## src/rtl/typing_session_core_if.sv

```systemverilog
// Bus bundle for typing_session_core: UART rx/tx handshake, passage ROM port,
// stopwatch control and score outputs. The slave side is the core.
interface typing_session_core_if #(
  parameter int ADDR_W = 11,
  parameter int SEL_W  = 2,
  parameter int CNT_W  = 12
);
  logic [7:0]        rx_byte;
  logic              rx_dv;
  logic [SEL_W-1:0]  passage_sel;
  logic [7:0]        rom_dout;
  logic [ADDR_W-1:0] rom_addr;
  logic              timer_at_end;
  logic              stopwatch_rst;
  logic              stopwatch_start;
  logic              tx_busy;
  logic [7:0]        tx_byte;
  logic              tx_go;
  logic [CNT_W-1:0]  correct_cnt;
  logic [CNT_W-1:0]  error_cnt;
  logic              game_done;

  // Environment side: UART, ROM and stopwatch models drive the inputs.
  modport master (
    output rx_byte, rx_dv, passage_sel, rom_dout, timer_at_end, tx_busy,
    input  rom_addr, stopwatch_rst, stopwatch_start, tx_byte, tx_go,
           correct_cnt, error_cnt, game_done
  );

  // Core side.
  modport slave (
    input  rx_byte, rx_dv, passage_sel, rom_dout, timer_at_end, tx_busy,
    output rom_addr, stopwatch_rst, stopwatch_start, tx_byte, tx_go,
           correct_cnt, error_cnt, game_done
  );
endinterface

```

## src/rtl/typing_session_core.sv

```systemverilog
// Typing-test session core: sequences a game over one passage of the character
// ROM, scores keystrokes, echoes them over the UART and drives the stopwatch.
// All outputs are registered; the FSM needs no external control strobes.
module typing_session_core #(
  parameter int         ADDR_W     = 11,
  parameter int         SEL_W      = 2,
  parameter int         CNT_W      = 12,
  parameter bit         STRICT     = 1'b1,
  parameter logic [7:0] START_CHAR = 8'h0d,
  parameter logic [7:0] END_CHAR   = 8'h00
) (
  input  logic                 clk,
  input  logic                 rst,
  typing_session_core_if.slave bus
);
  localparam int                OFF_W    = ADDR_W - SEL_W;
  localparam logic [ADDR_W-1:0] ADDR_ONE = {{(ADDR_W-1){1'b0}}, 1'b1};
  localparam logic [CNT_W-1:0]  CNT_ONE  = {{(CNT_W-1){1'b0}}, 1'b1};
  localparam logic [7:0]        CR_CHAR  = 8'h0d;

  typedef enum logic [2:0] {
    S_IDLE, S_ARM, S_FETCH0, S_FETCH1, S_WAIT, S_ECHO, S_FIN, S_DONE
  } state_t;

  state_t            state_q, state_d;
  logic [ADDR_W-1:0] rom_addr_q, rom_addr_d;
  logic [7:0]        tx_byte_q, tx_byte_d;
  logic              tx_go_q, tx_go_d;
  logic              sw_rst_q, sw_rst_d;
  logic              sw_start_q, sw_start_d;
  logic [CNT_W-1:0]  corr_q, corr_d;
  logic [CNT_W-1:0]  err_q, err_d;
  logic              done_q, done_d;
  logic              at_end_q, at_end_d;
  logic              last_q, last_d;
  logic              adv;

  logic start_hit, end_flag, key_match;
  assign start_hit = bus.rx_dv && (bus.rx_byte == START_CHAR);
  // A timer hit in this very cycle counts the same as one already latched.
  assign end_flag  = at_end_q || bus.timer_at_end;
  assign key_match = (bus.rx_byte == bus.rom_dout);

  // Counters stick at all-ones instead of wrapping.
  function automatic logic [CNT_W-1:0] sat_inc(input logic [CNT_W-1:0] v);
    return (&v) ? v : v + CNT_ONE;
  endfunction

  // State and output registers, all cleared by the asynchronous reset.
  always_ff @(posedge clk or posedge rst) begin
    if (rst) begin
      state_q    <= S_IDLE;
      rom_addr_q <= '0;
      tx_byte_q  <= '0;
      tx_go_q    <= 1'b0;
      sw_rst_q   <= 1'b1;
      sw_start_q <= 1'b0;
      corr_q     <= '0;
      err_q      <= '0;
      done_q     <= 1'b0;
      at_end_q   <= 1'b0;
      last_q     <= 1'b0;
    end else begin
      state_q    <= state_d;
      rom_addr_q <= rom_addr_d;
      tx_byte_q  <= tx_byte_d;
      tx_go_q    <= tx_go_d;
      sw_rst_q   <= sw_rst_d;
      sw_start_q <= sw_start_d;
      corr_q     <= corr_d;
      err_q      <= err_d;
      done_q     <= done_d;
      at_end_q   <= at_end_d;
      last_q     <= last_d;
    end
  end

  // Next-state selection.
  always_comb begin
    state_d = state_q;
    case (state_q)
      S_IDLE:   state_d = S_ARM;
      S_ARM:    if (start_hit) state_d = S_FETCH0;
      S_FETCH0: state_d = S_FETCH1;
      S_FETCH1: state_d = (end_flag || bus.rom_dout == END_CHAR) ? S_FIN : S_WAIT;
      S_WAIT: begin
        if (end_flag)        state_d = S_FIN;
        else if (bus.rx_dv)  state_d = S_ECHO;
      end
      S_ECHO:   if (!bus.tx_busy) state_d = (last_q || end_flag) ? S_FIN : S_FETCH0;
      // The extra tx_go_q term keeps the CR strobe off the cycle right after an echo strobe.
      S_FIN:    if (!bus.tx_busy && !tx_go_q) state_d = S_DONE;
      S_DONE:   if (start_hit) state_d = S_IDLE;
      default:  state_d = S_IDLE;
    endcase
  end

  // Datapath and registered-output next values for the current state.
  always_comb begin
    rom_addr_d = rom_addr_q;
    tx_byte_d  = tx_byte_q;
    tx_go_d    = 1'b0;
    sw_rst_d   = sw_rst_q;
    sw_start_d = sw_start_q;
    corr_d     = corr_q;
    err_d      = err_q;
    at_end_d   = at_end_q;
    last_d     = last_q;
    adv        = 1'b0;
    done_d     = (state_d == S_DONE);

    if (bus.timer_at_end && state_q != S_IDLE && state_q != S_ARM) at_end_d = 1'b1;

    case (state_q)
      S_IDLE: begin
        rom_addr_d = {bus.passage_sel, {OFF_W{1'b0}}};
        corr_d     = '0;
        err_d      = '0;
        at_end_d   = 1'b0;
        last_d     = 1'b0;
        sw_rst_d   = 1'b1;
        sw_start_d = 1'b0;
      end
      S_ARM: begin
        if (start_hit) begin
          sw_rst_d   = 1'b0;
          sw_start_d = 1'b1;
        end
      end
      S_WAIT: begin
        if (!end_flag && bus.rx_dv) begin
          if (key_match) begin
            corr_d    = sat_inc(corr_q);
            tx_byte_d = bus.rom_dout;
            adv       = 1'b1;
          end else begin
            err_d     = sat_inc(err_q);
            tx_byte_d = bus.rx_byte;
            adv       = !STRICT;
          end
        end
      end
      S_ECHO: if (!bus.tx_busy) tx_go_d = 1'b1;
      S_FIN: begin
        sw_start_d = 1'b0;
        if (!bus.tx_busy && !tx_go_q) begin
          tx_byte_d = CR_CHAR;
          tx_go_d   = 1'b1;
        end
      end
      default: ;
    endcase

    // Advancing off the final byte of a region flags the end instead of
    // stepping into the next passage.
    if (adv) begin
      if (&rom_addr_q[OFF_W-1:0]) last_d = 1'b1;
      else                        rom_addr_d = rom_addr_q + ADDR_ONE;
    end
  end

  assign bus.rom_addr        = rom_addr_q;
  assign bus.tx_byte         = tx_byte_q;
  assign bus.tx_go           = tx_go_q;
  assign bus.stopwatch_rst   = sw_rst_q;
  assign bus.stopwatch_start = sw_start_q;
  assign bus.correct_cnt     = corr_q;
  assign bus.error_cnt       = err_q;
  assign bus.game_done       = done_q;
endmodule

```

## src/flat_wrapper.sv

```systemverilog
// flat-port wrapper written by rule: the top's interface ports become plain ports
module typing_session_core_flat 
#(
  parameter int         ADDR_W     = 11,
  parameter int         SEL_W      = 2,
  parameter int         CNT_W      = 12,
  parameter bit         STRICT     = 1'b1,
  parameter logic [7:0] START_CHAR = 8'h0d,
  parameter logic [7:0] END_CHAR   = 8'h00
)
  (clk, rst, bus_rx_byte, bus_rx_dv, bus_passage_sel, bus_rom_dout, bus_timer_at_end, bus_tx_busy, bus_rom_addr, bus_stopwatch_rst, bus_stopwatch_start, bus_tx_byte, bus_tx_go, bus_correct_cnt, bus_error_cnt, bus_game_done);
  typing_session_core_if #(.ADDR_W(ADDR_W), .SEL_W(SEL_W), .CNT_W(CNT_W)) bus_i ();
  input  logic clk;
  input  logic rst;
  input wire logic [$bits(bus_i.rx_byte)-1:0] bus_rx_byte;
  input wire logic [$bits(bus_i.rx_dv)-1:0] bus_rx_dv;
  input wire logic [$bits(bus_i.passage_sel)-1:0] bus_passage_sel;
  input wire logic [$bits(bus_i.rom_dout)-1:0] bus_rom_dout;
  input wire logic [$bits(bus_i.timer_at_end)-1:0] bus_timer_at_end;
  input wire logic [$bits(bus_i.tx_busy)-1:0] bus_tx_busy;
  output wire logic [$bits(bus_i.rom_addr)-1:0] bus_rom_addr;
  output wire logic [$bits(bus_i.stopwatch_rst)-1:0] bus_stopwatch_rst;
  output wire logic [$bits(bus_i.stopwatch_start)-1:0] bus_stopwatch_start;
  output wire logic [$bits(bus_i.tx_byte)-1:0] bus_tx_byte;
  output wire logic [$bits(bus_i.tx_go)-1:0] bus_tx_go;
  output wire logic [$bits(bus_i.correct_cnt)-1:0] bus_correct_cnt;
  output wire logic [$bits(bus_i.error_cnt)-1:0] bus_error_cnt;
  output wire logic [$bits(bus_i.game_done)-1:0] bus_game_done;
  assign bus_i.rx_byte = bus_rx_byte;
  assign bus_i.rx_dv = bus_rx_dv;
  assign bus_i.passage_sel = bus_passage_sel;
  assign bus_i.rom_dout = bus_rom_dout;
  assign bus_i.timer_at_end = bus_timer_at_end;
  assign bus_i.tx_busy = bus_tx_busy;
  assign bus_rom_addr = bus_i.rom_addr;
  assign bus_stopwatch_rst = bus_i.stopwatch_rst;
  assign bus_stopwatch_start = bus_i.stopwatch_start;
  assign bus_tx_byte = bus_i.tx_byte;
  assign bus_tx_go = bus_i.tx_go;
  assign bus_correct_cnt = bus_i.correct_cnt;
  assign bus_error_cnt = bus_i.error_cnt;
  assign bus_game_done = bus_i.game_done;
  typing_session_core #(.ADDR_W(ADDR_W), .SEL_W(SEL_W), .CNT_W(CNT_W), .STRICT(STRICT), .START_CHAR(START_CHAR), .END_CHAR(END_CHAR)) u_core (.clk(clk), .rst(rst), .bus(bus_i));
endmodule
```

## config.mk

```make
export PLATFORM = sky130hd
export DESIGN_NAME = typing_session_core_flat
export DESIGN_NICKNAME = d
export VERILOG_FILES = /design/src/rtl/typing_session_core_if.sv /design/src/rtl/typing_session_core.sv /design/src/flat_wrapper.sv
export SDC_FILE = /design/constraint.sdc
export NUM_CORES = 1
export LEC_CHECK = 0
export CAP_MARGIN = 15
export CORE_MARGIN = 4
export CORE_UTILIZATION = 53
export DETAILED_ROUTE_END_ITERATION = 12
export GPL_TIMING_DRIVEN = 1
export PLACE_DENSITY = 0.83
export SKIP_LAST_GASP = 1
export SYNTH_ARGS = -nofsm -noshare
export SYNTH_HDL_FRONTEND = slang
export SYNTH_SLANG_ARGS = --single-unit
export TNS_END_PERCENT = 20
```

## constraint.sdc

```tcl
create_clock -name clk -period 4.11 [get_ports clk]
set_input_delay 0.822 -clock clk [delete_from_list [all_inputs] [get_ports clk]]
set_output_delay 0.822 -clock clk [all_outputs]
set_load 0.005 [all_outputs]
```

# After elaboration in Yosys (flattened, before gate mapping)
# Cells that the tools add are included.
dict set report word_totals {
  reg_bits 52
  inputBits 23
}
dict set report op_classes {
  add_sub_neg 3
  n_mux 39
  reduce_logical 28
  n_eq_ne 18
}
# op count
set ops {}
lappend ops {{two-way mux 12 bit} 6}
lappend ops {{one-hot mux 12 bit (2 select lines)} 2}
lappend ops {{two-way mux 11 bit} 3}
lappend ops {{adder 12 x 1 -> 12 bit (second input constant)} 2}
lappend ops {{two-way mux 8 bit} 3}
lappend ops {{one-hot mux 3 bit (8 select lines)} 1}
lappend ops {{AND reduction 12 bit} 2}
lappend ops {{two-way mux 3 bit} 7}
lappend ops {{one-hot mux 8 bit (2 select lines)} 1}
lappend ops {{== test 3 bit (second input constant)} 5}
lappend ops {{two-way mux 1 bit} 12}
lappend ops {{adder 11 x 1 -> 11 bit (second input constant)} 1}
lappend ops {{nonzero test 2 bit} 5}
lappend ops {{AND reduction 9 bit} 1}
lappend ops {{== test 8 x 4 -> 1 bit (second input constant)} 1}
lappend ops {{== test 8 bit} 1}
lappend ops {{zero test 8 bit} 1}
lappend ops {{!= test 2 x 1 -> 1 bit (second input constant)} 4}
lappend ops {{AND reduction 4 bit} 2}
lappend ops {{== test 3 x 2 -> 1 bit (second input constant)} 2}
lappend ops {{!= test 2 bit (second input constant)} 3}
lappend ops {{one-hot mux 1 bit (2 select lines)} 3}
lappend ops {{logical AND 1 bit} 5}
lappend ops {{AND reduction 2 bit} 2}
lappend ops {{9 further kinds} 13}

# Depth between registers and ports, before layout
dict set report depth {
  word_depth 6
  depth_mapped 9
  mapped_depth_nobuf 8
}

# Worst setup path before layout
# OpenSTA, ideal clock, no wires.
dict set report synth_path {
  path_type {input -> register}
  from {in bus_timer_at_end}
  to {reg u_core.err_q[6] (netlist: u_core.bus.error_cnt[6])}
  setup_time_ns 0.083
  cell_stages 7
  path_buffers 1
  path_slack_ns 1.531
  arrival_time_ns 2.497
  path_cell_list {or3b_1 > buf_2 > a211o_1 > a41oi_2 > nand2_2 > or4_1 > o21ai_0}
}
dict set report synth_between {
  elab_chain_cells 5
}
# item line
set synth_rtl {}
lappend synth_rtl {{start: declaration} flat_wrapper.sv:19} ;# input wire logic [$bits(bus_i.timer_at_end)-1:0] bus_timer_at_end;
lappend synth_rtl {{logical OR 1 bit} typing_session_core.sv:41} ;# assign end_flag = at_end_q || bus.timer_at_end;
lappend synth_rtl {{zero test 1 bit} typing_session_core.sv:131} ;# if (!end_flag && bus.rx_dv) begin
lappend synth_rtl {{logical AND 1 bit} typing_session_core.sv:131}
lappend synth_rtl {{!= test 2 x 1 -> 1 bit (no source line)} n/a}
lappend synth_rtl {{AND reduction 4 bit (no source line)} n/a}
lappend synth_rtl {{end signal: assignment} typing_session_core.sv:71} ;# err_q <= err_d;
lappend synth_rtl {{end: declaration} typing_session_core.sv:32} ;# logic [CNT_W-1:0] err_q, err_d;
# No other way between the ends.
# A chain may end at the register's enable or synchronous reset.

# Worst setup path after layout
dict set report layout_path {
  from {in bus_rx_byte[6]}
  to {reg u_core.corr_q[3] (netlist: u_core.bus.correct_cnt[3])}
}
dict set report layout_between {
  elab_chain_cells 3
}
# item line
set layout_rtl {}
lappend layout_rtl {{start: declaration} flat_wrapper.sv:15} ;# input wire logic [$bits(bus_i.rx_byte)-1:0] bus_rx_byte;
lappend layout_rtl {{== test 8 bit} typing_session_core.sv:42} ;# assign key_match = (bus.rx_byte == bus.rom_dout);
lappend layout_rtl {{!= test 2 x 1 -> 1 bit (no source line)} n/a}
lappend layout_rtl {{AND reduction 4 bit (no source line)} n/a}
lappend layout_rtl {{end signal: assignment} typing_session_core.sv:70} ;# corr_q <= corr_d;
lappend layout_rtl {{end: declaration} typing_session_core.sv:31} ;# logic [CNT_W-1:0] corr_q, corr_d;
# No other way between the ends.

==> impl_metrics.csv <==
group,metric,value,unit
hold_path,hold_depth,2,
synth,synth_simple_gate_area_share,27.4,%
placement,place_congestion,0.838,
timing,finClkSkew,0.00270,ns
synth,async_flop_share,100,%
timing,tns,0,ns
critical_path,crit_path_end_kind,"flop",
die,rows,26,
detailed_routing,vias,2637,
power,p_per_area,361,mW/mm²
timing,hold_viol,0,
detailed_routing,post-route-drc-count,0,
global_routing,grt_pass1_vias,2499,
finish,diodes,0,
finish,final_cell_mix,"clkdlybuf4s50_1 (69), dfrtp_1 (51), nand2_1 (36)",
finish,utilization,72.0,%
global_routing,track_usage,22.5,%
global_routing,grt_overflow,0,
detailed_routing,firstDrtPassIters,4,
clocking,cts_max_path_buffers,2,
clocking,post_cts_buffers,0,
power,clkPwrFrac,23.1,%
outcome,status,"finished clean",
synth,synth_area,0.00281,mm²
detailed_routing,initialDrtViolationCount,115,
finish,area_delta_synth_final,31.1,%
clocking,tritoncts,"done",
clocking,root_buffer,"clkbuf_8",
global_routing,antenna_found_initial,0,
power,peakVddDrop,0.170,mV
synth,synth_compound_area_share,14.4,%
synth,postSynthAreaPerCell,9.17,µm²
die,die_w,80.8,µm
synth,muxShareOfSynthArea,0.758,%
power,intPower,936,µW
global_routing,grt_max_degree,53,
synth,ys_seq_area_share,46.4,%
die,core_area,0.00511,mm²
clocking,cts_sinks,52,
global_routing,grt_pass1_wl,11700,µm
synth,synthCells,306,
critical_path,setup.worst_path.class,"input port to flop",
power,power.share.switching,29.5,%
critical_path,path_max_fanout,7,
placement,dp.cells,437,
clocking,htreeDepth,2,
timing,finalSetupViolCount,0,
clocking,cts_resized,0,
die,ioPinCount,70,
synth,synth_cell_types,53,
clocking,numCtsBuffers,5,
synth,yosys_warnings,0,
timing,fmax,329,MHz
critical_path,required,4.35,ns
synth,yosys_register_bits,52,
timing,period_minus_slack,3.04,ns
power,switching_power,391,µW
finish,ff_latch_area,0.00130,mm²
synth,synth_top_family_by_area,"simple AND/OR/NAND/NOR gates",
finish,final_cells,446,
critical_path,worstPathArrival,3.28,ns
timing,slew_headroom,35.2,%
detailed_routing,wire_per_inst,15.7,µm
finish,layout_commonest_cell,"clkdlybuf4s50_1",
detailed_routing,finalWirelength,7010,µm
finish,multi_input_area,0.00145,mm²
flow_run,cap_violations,0,
timing,slew_viol_final,0,
clocking,cts.clk_slew.worst_paths,0.09,ns
synth,synth_fa_ha_area_share,1.78,%
placement,port_buffers,69,
detailed_routing,viasPerCell,5.91,
finish,fillers,401,
critical_path,critPathLaunchType,"input port",
synth,synth_edf_count,0,
timing,grt_setup_unrepaired,"false",
die,dieArea,0.00652,mm²
die,start_util,54.9,%
synth,synth_nets,333,
power,p_seq_share,52.4,%
die,fp.dieH,80.8,µm
finish,drive_gt1_share,6.12,%
finish,final_nets,402,
clocking,cts_hold_buf,0,
synth,synthXorXnorAreaFrac,7.18,%
timing,worst_pin_slew,0.967,ns
power,p_comb_share,24.5,%
hold_path,holdCritPathClass,"flop to flop",
clocking,insertion_delay,0.31,ns
timing,period_share,74.0,%
placement,dp_hpwl,5190,µm
critical_path,r2r_cells,5,
synth,synth_flop_cell,"dfrtp_1",
detailed_routing,detail-route-antenna-nets,0,
power,power_leakage,1.43,nW
## cell usage after synthesis (all sizes together), types with 3 or more instances
master / n / area (µm²)
dfrtp: 51 / 1280
nand2: 37 / 141
nor2: 35 / 131
nand3: 21 / 105
o21ai: 20 / 100
xnor2: 13 / 114
a21oi: 10 / 50.1
nand4: 10 / 62.6
xor2: 10 / 87.6
or3: 9 / 56.3
nor4: 8 / 50.1
clkbuf: 7 / 26.3
nor3: 6 / 30.0
or4: 6 / 45.0
a22o: 5 / 43.8
and3: 5 / 31.3
o31ai: 5 / 42.5
buf: 4 / 21.3
ha: 4 / 50.1
and2: 3 / 18.8
inv: 3 / 11.3
nor2b: 3 / 18.8
nor3b: 3 / 33.8
o22a: 3 / 26.3
## power groups by stage
| stage | clock network, mW | logic (mW) | registers (mW) |
|---|---|---|---|
| after floorplan | 0 | 0.132 | 0.680 |
| after global placement | 0 | 0.317 | 0.701 |
| after detailed placement | 0 | 0.326 | 0.702 |
| after CTS | 0.309 | 0.327 | 0.693 |
| after global routing | 0.334 | 0.357 | 0.707 |
| final | 0.307 | 0.325 | 0.696 |
## layout make-up
| cell class | instances | area share [%] |
|---|---|---|
| inverters | 3 | 0.306 |
| flip-flops and latches | 52 | 35.4 |
| well taps | 70 | 2.38 |
| multi-input cells | 240 | 39.4 |
| repair buffers | 73 | 19.9 |
| clock buffers | 7 | 2.35 |
| clock inverters | 1 | 0.204 |
## sequential cells by signal, summed over array words and instances (netlist names)
register                    cells
u_core.bus.tx_byte              8
u_core.bus.error_cnt           12
u_core.last_q                   1
u_core.bus.rom_addr            11
u_core.bus.stopwatch_rst        1
u_core.bus.stopwatch_start      1
u_core.bus.game_done            1
u_core.bus.correct_cnt         12
u_core.bus.tx_go                1
u_core.state_q                  3
u_core.at_end_q                 1
## per-layer routing
layer	track usage (%)	part of all wire, %
met5	0	0
met4	5.91	1.0
met3	4.66	6.2
met2	38.6	49
met1	29.1	44
## worst max-delay path, stage by stage
cell and delay (ns):
clkdlybuf4s50_1 0.47, xnor2_1 0.24, nand4_1 0.33, o31ai_2 0.59, nand2_1 0.24, or3_1 0.41
a21oi_1 0.16
## final timing paths
check                                              start                   endpoint  slack [ns]
min in group asynchronous                            rst     u_core.bus.rom_addr[3]        0.72
worst min register to register  u_core.bus.stopwatch_rst   u_core.bus.stopwatch_rst        0.48
max in group asynchronous                            rst   u_core.bus.stopwatch_rst        2.85
worst max-delay path                      bus_rx_byte[6]  u_core.bus.correct_cnt[3]        1.07
worst max register to register         u_core.state_q[0]     u_core.bus.rom_addr[5]        1.41
worst min-delay path            u_core.bus.stopwatch_rst   u_core.bus.stopwatch_rst        0.48
## through the flow
step | hold slack, ns | cell area (µm²) | power [mW] | setup slack [ns]
after floorplan | 0.460 | 2810 | 0.812 | 1.53
after CTS | 0.484 | 3660 | 1.33 | 1.16
after global placement | 0.462 | 3560 | 1.02 | 0.988
after detailed placement | 0.471 | 3560 | 1.03 | 0.842
after global routing | 0.522 | 3680 | 1.40 | 0.941
final | 0.477 | 3680 | 1.33 | 1.07
## kinds of logic (layout without fill, tap and decap cells)
family                     after synthesis  after routing
AOI/OAI and AO/OA                       59             59
xor gates and xnor gates                23             23
adders and majority gates                4              4
buffers and inverters                   14             84
DFF                                     52             52
muxes                                    2              2
and+or+nand+nor                        152            152
(Power assumes the default switching activity.)
